$ cat src/rtl/score_controller_pkg.sv
// Shared types for the score controller: FSM states, BCD digit and binary score widths,
// winner codes and the display codes shared with the display rotator.
package scoreboard_pkg;

  localparam int DIGIT_W = 4;
  localparam int BIN_W   = 7;

  typedef logic [DIGIT_W-1:0] digit_t;
  typedef logic [BIN_W-1:0]   bin_t;

  localparam digit_t DIGIT_OFF = 4'd10;
  localparam digit_t DIGIT_P   = 4'd11;
  localparam bin_t   SCORE_MAX = 7'd99;

  typedef enum logic [1:0] {
    ST_PLAY = 2'd0,
    ST_LOCK = 2'd1,
    ST_WON  = 2'd2
  } state_e;

  typedef enum logic [1:0] {
    WIN_NONE = 2'b00,
    WIN_P1   = 2'b01,
    WIN_P2   = 2'b10
  } winner_e;

  // 8-bit compare so opp + margin cannot wrap near 99.
  function automatic logic has_won(bin_t me, bin_t opp, bin_t win_score, bin_t margin);
    return (me >= win_score) && ({1'b0, me} >= ({1'b0, opp} + {1'b0, margin}));
  endfunction

endpackage

$ cat src/rtl/score_controller_if.sv
// Button-pulse inputs and score/serve/result outputs of the score controller.
interface score_controller_if;
  import scoreboard_pkg::*;

  logic       new_game_i;
  logic       p1_inc_i;
  logic       p1_dec_i;
  logic       p2_inc_i;
  logic       p2_dec_i;
  digit_t     p1_tens_o;
  digit_t     p1_ones_o;
  digit_t     p2_tens_o;
  digit_t     p2_ones_o;
  logic       serve_o;
  logic       game_over_o;
  logic [1:0] winner_o;

  modport master (
    output new_game_i, p1_inc_i, p1_dec_i, p2_inc_i, p2_dec_i,
    input  p1_tens_o, p1_ones_o, p2_tens_o, p2_ones_o, serve_o, game_over_o, winner_o
  );

  modport slave (
    input  new_game_i, p1_inc_i, p1_dec_i, p2_inc_i, p2_dec_i,
    output p1_tens_o, p1_ones_o, p2_tens_o, p2_ones_o, serve_o, game_over_o, winner_o
  );

endinterface

$ cat src/rtl/score_controller_bcd_counter_2d.sv
// Two-digit BCD up/down counter with a binary shadow, saturating at 00 and 99.
// accepted_o flags a step that actually changes the count; clr_i > dec_i > inc_i.
module bcd_counter_2d
  import scoreboard_pkg::*;
(
  input  logic   clk_i,
  input  logic   rst_n_i,
  input  logic   clr_i,
  input  logic   inc_i,
  input  logic   dec_i,
  output digit_t tens_o,
  output digit_t ones_o,
  output bin_t   bin_o,
  output bin_t   bin_nxt_o,
  output logic   accepted_o
);

  digit_t tens_q, tens_d;
  digit_t ones_q, ones_d;
  bin_t   bin_q, bin_d;
  logic   acc;

  always_comb begin
    tens_d = tens_q;
    ones_d = ones_q;
    bin_d  = bin_q;
    acc    = 1'b0;
    if (clr_i) begin
      tens_d = '0;
      ones_d = '0;
      bin_d  = '0;
    end else if (dec_i) begin
      if (bin_q != '0) begin
        acc   = 1'b1;
        bin_d = bin_q - bin_t'(1);
        if (ones_q == 4'd0) begin
          ones_d = 4'd9;
          tens_d = tens_q - 4'd1;
        end else begin
          ones_d = ones_q - 4'd1;
        end
      end
    end else if (inc_i) begin
      if (bin_q != SCORE_MAX) begin
        acc   = 1'b1;
        bin_d = bin_q + bin_t'(1);
        if (ones_q == 4'd9) begin
          ones_d = 4'd0;
          tens_d = tens_q + 4'd1;
        end else begin
          ones_d = ones_q + 4'd1;
        end
      end
    end
  end

  always_ff @(posedge clk_i) begin
    if (!rst_n_i) begin
      tens_q <= '0;
      ones_q <= '0;
      bin_q  <= '0;
    end else begin
      tens_q <= tens_d;
      ones_q <= ones_d;
      bin_q  <= bin_d;
    end
  end

  assign tens_o     = tens_q;
  assign ones_o     = ones_q;
  assign bin_o      = bin_q;
  assign bin_nxt_o  = bin_d;
  assign accepted_o = acc;

endmodule

$ cat src/rtl/score_controller.sv
// Table-tennis rule engine: decodes point/undo pulses, applies a post-point lockout,
// tracks serve and detects game end; all outputs registered.
module score_controller
  import scoreboard_pkg::*;
#(
  parameter int WIN_SCORE   = 11,
  parameter int WIN_MARGIN  = 2,
  parameter int SERVE_SHIFT = 1,
  parameter int LOCKOUT_MS  = 300
) (
  input logic               clk_1khz,
  input logic               rst_n_i,
  score_controller_if.slave bus
);

  localparam int CW = (LOCKOUT_MS > 1) ? $clog2(LOCKOUT_MS) : 1;

  state_e          state_q;
  logic [CW-1:0]   lock_cnt_q;
  logic            serve_q, serve_d;
  logic            over_q;
  winner_e         winner_q;

  logic [2:0]      n_evt;
  logic            one_evt;
  logic            p1_acc, p2_acc;
  bin_t            p1_bin, p2_bin, p1_nxt, p2_nxt;
  logic [7:0]      total;
  logic            deuce;

  // Two or more simultaneous pulses are treated as a bounce and dropped entirely.
  assign n_evt   = {2'b0, bus.p1_inc_i} + {2'b0, bus.p1_dec_i}
                 + {2'b0, bus.p2_inc_i} + {2'b0, bus.p2_dec_i};
  assign one_evt = (n_evt == 3'd1);

  bcd_counter_2d u_p1 (
    .clk_i      (clk_1khz),
    .rst_n_i    (rst_n_i),
    .clr_i      (bus.new_game_i),
    .inc_i      (one_evt && bus.p1_inc_i && (state_q == ST_PLAY)),
    .dec_i      (one_evt && bus.p1_dec_i && (state_q != ST_LOCK)),
    .tens_o     (bus.p1_tens_o),
    .ones_o     (bus.p1_ones_o),
    .bin_o      (p1_bin),
    .bin_nxt_o  (p1_nxt),
    .accepted_o (p1_acc)
  );

  bcd_counter_2d u_p2 (
    .clk_i      (clk_1khz),
    .rst_n_i    (rst_n_i),
    .clr_i      (bus.new_game_i),
    .inc_i      (one_evt && bus.p2_inc_i && (state_q == ST_PLAY)),
    .dec_i      (one_evt && bus.p2_dec_i && (state_q != ST_LOCK)),
    .tens_o     (bus.p2_tens_o),
    .ones_o     (bus.p2_ones_o),
    .bin_o      (p2_bin),
    .bin_nxt_o  (p2_nxt),
    .accepted_o (p2_acc)
  );

  // Serve is derived from the next score so it changes on the same edge as the digits.
  assign total   = {1'b0, p1_nxt} + {1'b0, p2_nxt};
  assign deuce   = (p1_nxt >= bin_t'(WIN_SCORE - 1)) && (p2_nxt >= bin_t'(WIN_SCORE - 1));
  assign serve_d = deuce ? total[0] : total[SERVE_SHIFT];

  always_ff @(posedge clk_1khz) begin
    if (!rst_n_i) begin
      state_q    <= ST_PLAY;
      lock_cnt_q <= '0;
      serve_q    <= 1'b0;
      over_q     <= 1'b0;
      winner_q   <= WIN_NONE;
    end else begin
      serve_q <= serve_d;
      if (bus.new_game_i) begin
        state_q    <= ST_PLAY;
        lock_cnt_q <= '0;
        over_q     <= 1'b0;
        winner_q   <= WIN_NONE;
      end else begin
        case (state_q)
          ST_PLAY, ST_WON: begin
            if (p1_acc || p2_acc) begin
              state_q    <= ST_LOCK;
              lock_cnt_q <= CW'(LOCKOUT_MS - 1);
              over_q     <= 1'b0;
              winner_q   <= WIN_NONE;
            end
          end
          ST_LOCK: begin
            if (lock_cnt_q == '0) begin
              if (has_won(p1_bin, p2_bin, bin_t'(WIN_SCORE), bin_t'(WIN_MARGIN))) begin
                state_q  <= ST_WON;
                over_q   <= 1'b1;
                winner_q <= WIN_P1;
              end else if (has_won(p2_bin, p1_bin, bin_t'(WIN_SCORE), bin_t'(WIN_MARGIN))) begin
                state_q  <= ST_WON;
                over_q   <= 1'b1;
                winner_q <= WIN_P2;
              end else begin
                state_q  <= ST_PLAY;
              end
            end else begin
              lock_cnt_q <= lock_cnt_q - CW'(1);
            end
          end
          default: state_q <= ST_PLAY;
        endcase
      end
    end
  end

  assign bus.serve_o     = serve_q;
  assign bus.game_over_o = over_q;
  assign bus.winner_o    = winner_q;

endmodule

$ cat src/flat_wrapper.sv
// flat-port wrapper written by rule: the top's interface ports become plain ports
module score_controller_flat import scoreboard_pkg::*;
#(
  parameter int WIN_SCORE   = 11,
  parameter int WIN_MARGIN  = 2,
  parameter int SERVE_SHIFT = 1,
  parameter int LOCKOUT_MS  = 300
)
  (clk_1khz, rst_n_i, bus_new_game_i, bus_p1_inc_i, bus_p1_dec_i, bus_p2_inc_i, bus_p2_dec_i, bus_p1_tens_o, bus_p1_ones_o, bus_p2_tens_o, bus_p2_ones_o, bus_serve_o, bus_game_over_o, bus_winner_o);
  score_controller_if bus_i ();
  input logic clk_1khz;
  input logic rst_n_i;
  input wire logic [$bits(bus_i.new_game_i)-1:0] bus_new_game_i;
  input wire logic [$bits(bus_i.p1_inc_i)-1:0] bus_p1_inc_i;
  input wire logic [$bits(bus_i.p1_dec_i)-1:0] bus_p1_dec_i;
  input wire logic [$bits(bus_i.p2_inc_i)-1:0] bus_p2_inc_i;
  input wire logic [$bits(bus_i.p2_dec_i)-1:0] bus_p2_dec_i;
  output wire logic [$bits(bus_i.p1_tens_o)-1:0] bus_p1_tens_o;
  output wire logic [$bits(bus_i.p1_ones_o)-1:0] bus_p1_ones_o;
  output wire logic [$bits(bus_i.p2_tens_o)-1:0] bus_p2_tens_o;
  output wire logic [$bits(bus_i.p2_ones_o)-1:0] bus_p2_ones_o;
  output wire logic [$bits(bus_i.serve_o)-1:0] bus_serve_o;
  output wire logic [$bits(bus_i.game_over_o)-1:0] bus_game_over_o;
  output wire logic [$bits(bus_i.winner_o)-1:0] bus_winner_o;
  assign bus_i.new_game_i = bus_new_game_i;
  assign bus_i.p1_inc_i = bus_p1_inc_i;
  assign bus_i.p1_dec_i = bus_p1_dec_i;
  assign bus_i.p2_inc_i = bus_p2_inc_i;
  assign bus_i.p2_dec_i = bus_p2_dec_i;
  assign bus_p1_tens_o = bus_i.p1_tens_o;
  assign bus_p1_ones_o = bus_i.p1_ones_o;
  assign bus_p2_tens_o = bus_i.p2_tens_o;
  assign bus_p2_ones_o = bus_i.p2_ones_o;
  assign bus_serve_o = bus_i.serve_o;
  assign bus_game_over_o = bus_i.game_over_o;
  assign bus_winner_o = bus_i.winner_o;
  score_controller #(.WIN_SCORE(WIN_SCORE), .WIN_MARGIN(WIN_MARGIN), .SERVE_SHIFT(SERVE_SHIFT), .LOCKOUT_MS(LOCKOUT_MS)) u_core (.clk_1khz(clk_1khz), .rst_n_i(rst_n_i), .bus(bus_i));
endmodule
$ cat config.mk
export PLATFORM = sky130hd
export DESIGN_NAME = score_controller_flat
export DESIGN_NICKNAME = d
export VERILOG_FILES = /design/src/rtl/score_controller_pkg.sv /design/src/rtl/score_controller_if.sv /design/src/rtl/score_controller_bcd_counter_2d.sv /design/src/rtl/score_controller.sv /design/src/flat_wrapper.sv
export SDC_FILE = /design/constraint.sdc
export NUM_CORES = 1
export LEC_CHECK = 0
export BUFFER_PORTS_ARGS = -buffer_cell sky130_fd_sc_hd__buf_4
export CAP_MARGIN = 20
export CORE_MARGIN = 8
export CORE_UTILIZATION = 30
export DETAILED_ROUTE_END_ITERATION = 6
export PLACE_DENSITY_LB_ADDON = 0.3
export SLEW_MARGIN = 20
export SYNTH_ARGS = -nofsm -noshare
export SYNTH_HDL_FRONTEND = slang
export SYNTH_HIERARCHICAL = 1
export SYNTH_SLANG_ARGS = --single-unit
$ cat constraint.sdc
create_clock -name clk_1khz -period 4.3 [get_ports clk_1khz]
set_clock_uncertainty 0.05 [all_clocks]
set_input_delay 0.215 -clock clk_1khz [delete_from_list [all_inputs] [get_ports clk_1khz]]
set_output_delay 0.215 -clock clk_1khz [all_outputs]
set_load 0.05 [all_outputs]
==> impl_metrics.ini, run 1 <==
[status]
outcome = complete, no violations

[place]
dp.final_hpwl_mm = 7.65
place_ws_ps = 123
globalplace.congestion = 0.813
portBuffers = 26

[grt]
track_usage_pct = 11.9
antenna_found_initial = 0
grt_max_degree = 25
grt_pass1_vias = 3618
grt_overflow_total = 0
grt_pass1_wl_mm = 17.6

[sta]
hold_viol = 0
fin_ws_ps = 411
setup_viol = 0
worst_slew_pin_slew_ps = 668
fin_crit_sh_pct = 90.5
max_slew_margin_pct = 55.3
drv_slew = 0
fin_hold_ws_ps = 210
fmax_mhz = 257
rsz0062_at_grt = no
timing.final.crit_period_ps = 3890
tns_ps = 0

[yosys]
yosysTopAreaCellShare_pct = 22.4
yosys.area.top_type = dfxtp_1
synth.avg_cell_area_sq_um = 8.12
synth_seq_area_share_pct = 22.4
ys_types = 65
synth_cells = 496
ys.flop_type = dfxtp_1
synth_edf_count = 0
synthTopCellsByArea = dfxtp_1, ha_1, xor2_1
synth.net_count = 538
synth-seq-cells = 45
synth_area_sq_um = 4030
async_flop_share_pct = 0
yosysWarnings = 6
yosysMostFrequentCell = dfxtp_1
synthTopCellsByCount = dfxtp_1, ha_1, a21oi_1, nor2_1, o21ai_0

[run]
maxCapViolations = 0

[cts]
clk_latency_ps = 290
numCtsBuffers = 5
htree_levels = 2
clock-root-buffer = clkbuf_16
clkTransAtPathRegs_ps = 60
postCtsResizedCells = 0
cts.sinks = 45
cts_buffer_depth = 2
cts_tree = yes
postCtsHoldBufs = 0
post-cts-setup-buffer-count = 0

[route]
post-route-drc-count = 0
drtIter0Drc = 229
post_drt_wl_per_cell_microns = 15.2
num_vias = 3708
viasPerCell = 5.42
drt-pass1-iter-count = 5
wirelength_mm = 10.4
drtAntennaViolNets = 0

[final_layout]
n_fill_cell = 1388
nets = 549
drive_gt1_share_pct = 11.2
areaGrowthSynthToFinish_pct = 11.4
antenna_cells = 0

[hold_path]
hp-class = in -> reg

[pwr]
p_leak_uw = 0.00171
power.density_nw_per_um2 = 261
peakVddDrop_uv = 121
finalPower_uw = 1170

[die]
die_h_microns = 132
dieWidth_microns = 132
initial_utilization_pct = 30.5
core_area_sq_um = 13200
fp.dieArea_sq_um = 17400
core.rowCount = 42
ios = 27

[setup_path]
crit_buf_inv = 4
reg2reg_slack_ps = 1050
max_stage_delay_ps = 530
worst-path-max-fanout = 9
path_cells = buf_4 > inv_1 > fa_1 > inv_1 > ha_1 > ha_1 > nor3b_1 > and3_1 > clkinv_1 > o211a_1 > nor2_1 > nor2_1 > o21ba_1 > nor2_1 > o21ai_0 > a31o_1 > nor2_1
cp-end-kind = flop
arrival_ps = 4070
critPathRequiredTime_ps = 4480
critPathKind = in -> reg
crit_slowest_cell = fa_1
critPathTopFamily = simple AND/OR/NAND/NOR gates
critPathLaunchType = input pin
cp_common_cell = nor2_1
## flip-flops by register name (all words and copies together), names as in the netlist
signal and cells:
u_core/u_p1/ones_o 4, u_core/bus.winner_o 2, u_core/u_p1/bin_o 7, u_core/bus.serve_o 1, u_core/u_p2/ones_o 4, u_core/bus.game_over_o 1
u_core/u_p2/tens_o 4, u_core/lock_cnt_q 9, u_core/state_q 2, u_core/u_p2/bin_o 7, u_core/u_p1/tens_o 4
## metal layers
metal / up-vias / global-route usage [%] / wire length, microns
met5: - / 0 / 0
met4: 0 / 3.70 / 114
met3: 5 / 1.71 / 300
met2: 81 / 19.7 / 4790
met1: 1770 / 15.7 / 5160
li1: 1852 / - / -
## placed cells by master, fill, tap and decap left out, types with 11 or more instances in the layout
master    synthesis  final
nand3_1          19     19
nor2b_1          11     11
nor3_1           23     23
xor2_1           18     18
buf_4             0     34
inv_1            23     23
nand2b_1         16     16
xnor2_1          11     11
nor3b_1          11     11
nand2_1          24     24
o21a_1           11     11
dfxtp_1          45     45
a21oi_1          27     27
nor2_1           27     27
o21ai_0          25     25
ha_1             32     32
## final cells by class
| class | instances | area, sq um | share of cell area, % |
|---|---|---|---|
| clock buffer | 7 | 133 | 2.96 |
| clock inverter | 1 | 7.51 | 0.167 |
| inverter | 25 | 93.8 | 2.09 |
| multi-input combinational | 396 | 2880 | 64.1 |
| sequential | 45 | 901 | 20.1 |
| tap | 176 | 220 | 4.91 |
| timing repair buffer | 34 | 255 | 5.69 |
## stage by stage
step | util [%] | std cells | area, sq um
after floorplan | - | 496 | 4030
after global placement | 32.9 | 676 | 4350
after detailed placement | 32.9 | 676 | 4350
after CTS | 34.0 | 684 | 4490
after global routing | 34.0 | 684 | 4490
final | 34.0 | 684 | 4490
## power breakdown
group | internal (uW) | switching (uW) | total [uW]
Sequential | 431 | 32.8 | 464
Clock | 216 | 168 | 384
Combinational | 129 | 195 | 324
Total | 777 | 396 | 1170
## worst register-to-register path, cell delays in order (launching register included)
cell	delay (ps)
dfxtp_1	650
ha_1	340
nand4b_1	290
o211a_1	390
nor2_1	340
nor2_1	130
o21ba_1	320
nor2_1	280
o21ai_0	140
a31o_1	200
nor2_1	70
## final timing paths
kind	start	to	depth (start not counted)
worst max-delay path	bus_p1_inc_i	u_core/bus.winner_o[1]	17
worst min-delay path	rst_n_i	u_core/bus.serve_o	2
worst max register to register	u_core/u_p2/bin_o[1]	u_core/bus.winner_o[1]	10
worst min register to register	u_core/bus.game_over_o	u_core/bus.game_over_o	2
## cells by family after synthesis
| logic type | Yosys count | share of synthesized area (%) |
|---|---|---|
| AND/OR/NAND/NOR | 182 | 25.7 |
| AO/OA/AOI/OAI | 146 | 27.0 |
| buffers and inverters | 55 | 6.19 |
| flip-flops | 45 | 22.4 |
| adder cells (fa/ha/maj) | 35 | 11.4 |
| XOR/XNOR | 29 | 6.31 |
| multiplexers | 4 | 0.995 |
Power figures use the tool's default switching activity.
==> inputs of run 2 (changes only) <==
--- a/config.mk
+++ b/config.mk
@@ -5,6 +5,7 @@
 export SDC_FILE = /design/constraint.sdc
 export NUM_CORES = 1
 export LEC_CHECK = 0
+export ABC_AREA = 1
 export BUFFER_PORTS_ARGS = -buffer_cell sky130_fd_sc_hd__buf_4
 export CAP_MARGIN = 20
 export CORE_MARGIN = 8
==> impl_metrics.ini, run 2 <==
[status]
outcome = complete, no violations

[setup_path]
cp_common_cell = inv_1
worst-path-max-fanout = 15
crit_slowest_cell = fa_1
arrival_ps = 3750
cp-end-kind = flop
critPathLaunchType = input pin
critPathRequiredTime_ps = 4430
critPathKind = in -> reg
path_cells = buf_4 > inv_1 > fa_1 > inv_1 > ha_1 > ha_1 > or3b_2 > nor3_2 > inv_1 > nand2_2 > nand2_4 > nor2_1 > nor2_1 > nor2_1 > inv_1 > nand2_4 > inv_4 > nor2_2 > nand3_1 > nand2_1 > a21oi_2
max_stage_delay_ps = 540
critPathTopFamily = simple AND/OR/NAND/NOR gates
crit_buf_inv = 6

[sta]
max_slew_margin_pct = 60.4
timing.final.crit_period_ps = 3610
hold_viol = 0
rsz0062_at_grt = no
tns_ps = 0
drv_slew = 0
fin_crit_sh_pct = 84.0
fmax_mhz = 277
worst_slew_pin_slew_ps = 592
setup_viol = 0

[route]
wirelength_mm = 10.2
drt-pass1-iter-count = 5
drtIter0Drc = 210
drtAntennaViolNets = 0
viasPerCell = 4.69
post_drt_wl_per_cell_microns = 12.1
num_vias = 3979
post-route-drc-count = 0

[yosys]
synth_edf_count = 0
yosys.area.top_type = dfxtp_1
synthTopCellsByArea = dfxtp_1, nand2_1, ha_1
synth_area_sq_um = 4050
synth-seq-cells = 45
synth_cells = 643
async_flop_share_pct = 0
ys_types = 38
yosysTopAreaCellShare_pct = 22.3
synthTopCellsByCount = nand2_1, inv_1, nor2_1
ys.flop_type = dfxtp_1
yosysWarnings = 6
synth.net_count = 685
synth.avg_cell_area_sq_um = 6.29
yosysMostFrequentCell = nand2_1
synth_seq_area_share_pct = 22.3

[pwr]
finalPower_uw = 1360
peakVddDrop_uv = 153
power.density_nw_per_um2 = 293
p_leak_uw = 0.00218

[grt]
grt_pass1_wl_mm = 17.4
antenna_found_initial = 0
grt_max_degree = 18
track_usage_pct = 11.7
grt_pass1_vias = 3655
grt_overflow_total = 0

[cts]
post-cts-setup-buffer-count = 0
cts_tree = yes
postCtsResizedCells = 0
clkTransAtPathRegs_ps = 60
htree_levels = 2
numCtsBuffers = 5
cts.sinks = 45
cts_buffer_depth = 2
clk_latency_ps = 290
postCtsHoldBufs = 0
clock-root-buffer = clkbuf_16

[final_layout]
largest_register_ffs = 9
multiInputGateArea_sq_um = 2710
final_area_sq_um = 4630
drive_gt1_share_pct = 14.0
final_cell_mix = nand2_1, inv_1, nor2_1, nand3_1, dfxtp_1
regMostFlops = u_core/lock_cnt_q
n_fill_cell = 1449
nets = 715
areaGrowthSynthToFinish_pct = 14.5
seqCellArea_sq_um = 901
antenna_cells = 0
final_common_cell = nand2_1

[place]
globalplace.congestion = 0.852
dpl_cell_area_sq_um = 4470
portBuffers = 26
dp.final_hpwl_mm = 7.90

[run]
maxCapViolations = 0

[die]
core_area_sq_um = 13200
ios = 27
dieWidth_microns = 132
core.rowCount = 42
die_h_microns = 132
fp.dieArea_sq_um = 17500
initial_utilization_pct = 30.7

[hold_path]
hp-class = in -> reg
==> run 2: tightest hold or removal path, stage by stage <==
cell and delay (ps):
buf_4 140, o21ai_0 70, a21oi_1 50
==> run 2: logic make-up after synthesis <==
logic type	Yosys count	synth area share, %
DFF	45	22.3
AOI/OAI and AO/OA	68	9.21
xor gates and xnor gates	20	4.33
buffers and inverters	115	10.9
and+or+nand+nor	360	41.9
adders and majority gates	35	11.4
==> run 2: final timing paths <==
path / startpoint / end / slack, ps / depth (start not counted)
worst max register to register: u_core/state_q[0] / u_core/lock_cnt_q[7] / 1680 / 16
worst max-delay path: bus_p1_inc_i / u_core/lock_cnt_q[7] / 690 / 21
worst min register to register: u_core/bus.winner_o[1] / u_core/bus.winner_o[1] / 400 / 2
worst min-delay path: rst_n_i / u_core/bus.serve_o / 180 / 3
==> run 2: final cells by class <==
type / count / area share, %
clock buffer: 5 / 2.70
clock inverter: 2 / 0.756
sequential: 45 / 19.4
timing repair buffer: 31 / 5.02
inverter: 107 / 8.73
tap: 176 / 4.75
multi-input combinational: 483 / 58.6
==> run 2: report_power, final <==
group / leakage, uW / switching (uW) / total [uW] / internal [uW]
sequential: 0.000364 / 35.3 / 473 / 437
combinational: 0.00174 / 295 / 449 / 154
clock: 0.0000797 / 164 / 434 / 270
==> run 2: layer usage <==
layer / vias up / routed length (microns) / track usage, %
met2: 80 / 4770 / 20.4
met5: - / 0 / 0
met3: 9 / 441 / 1.60
li1: 2105 / - / -
met1: 1785 / 4930 / 14.8
met4: 0 / 95 / 2.43
==> run 2: through the flow <==
step	hold slack [ps]	instances	util, %	setup slack, ps
2_1_floorplan	303	643	-	817
3_3_place_gp	388	842	33.9	477
3_5_place_dp	400	842	33.9	417
4_1_cts	184	849	35.1	702
5_1_grt	195	849	35.1	374
6_report	184	849	35.1	688
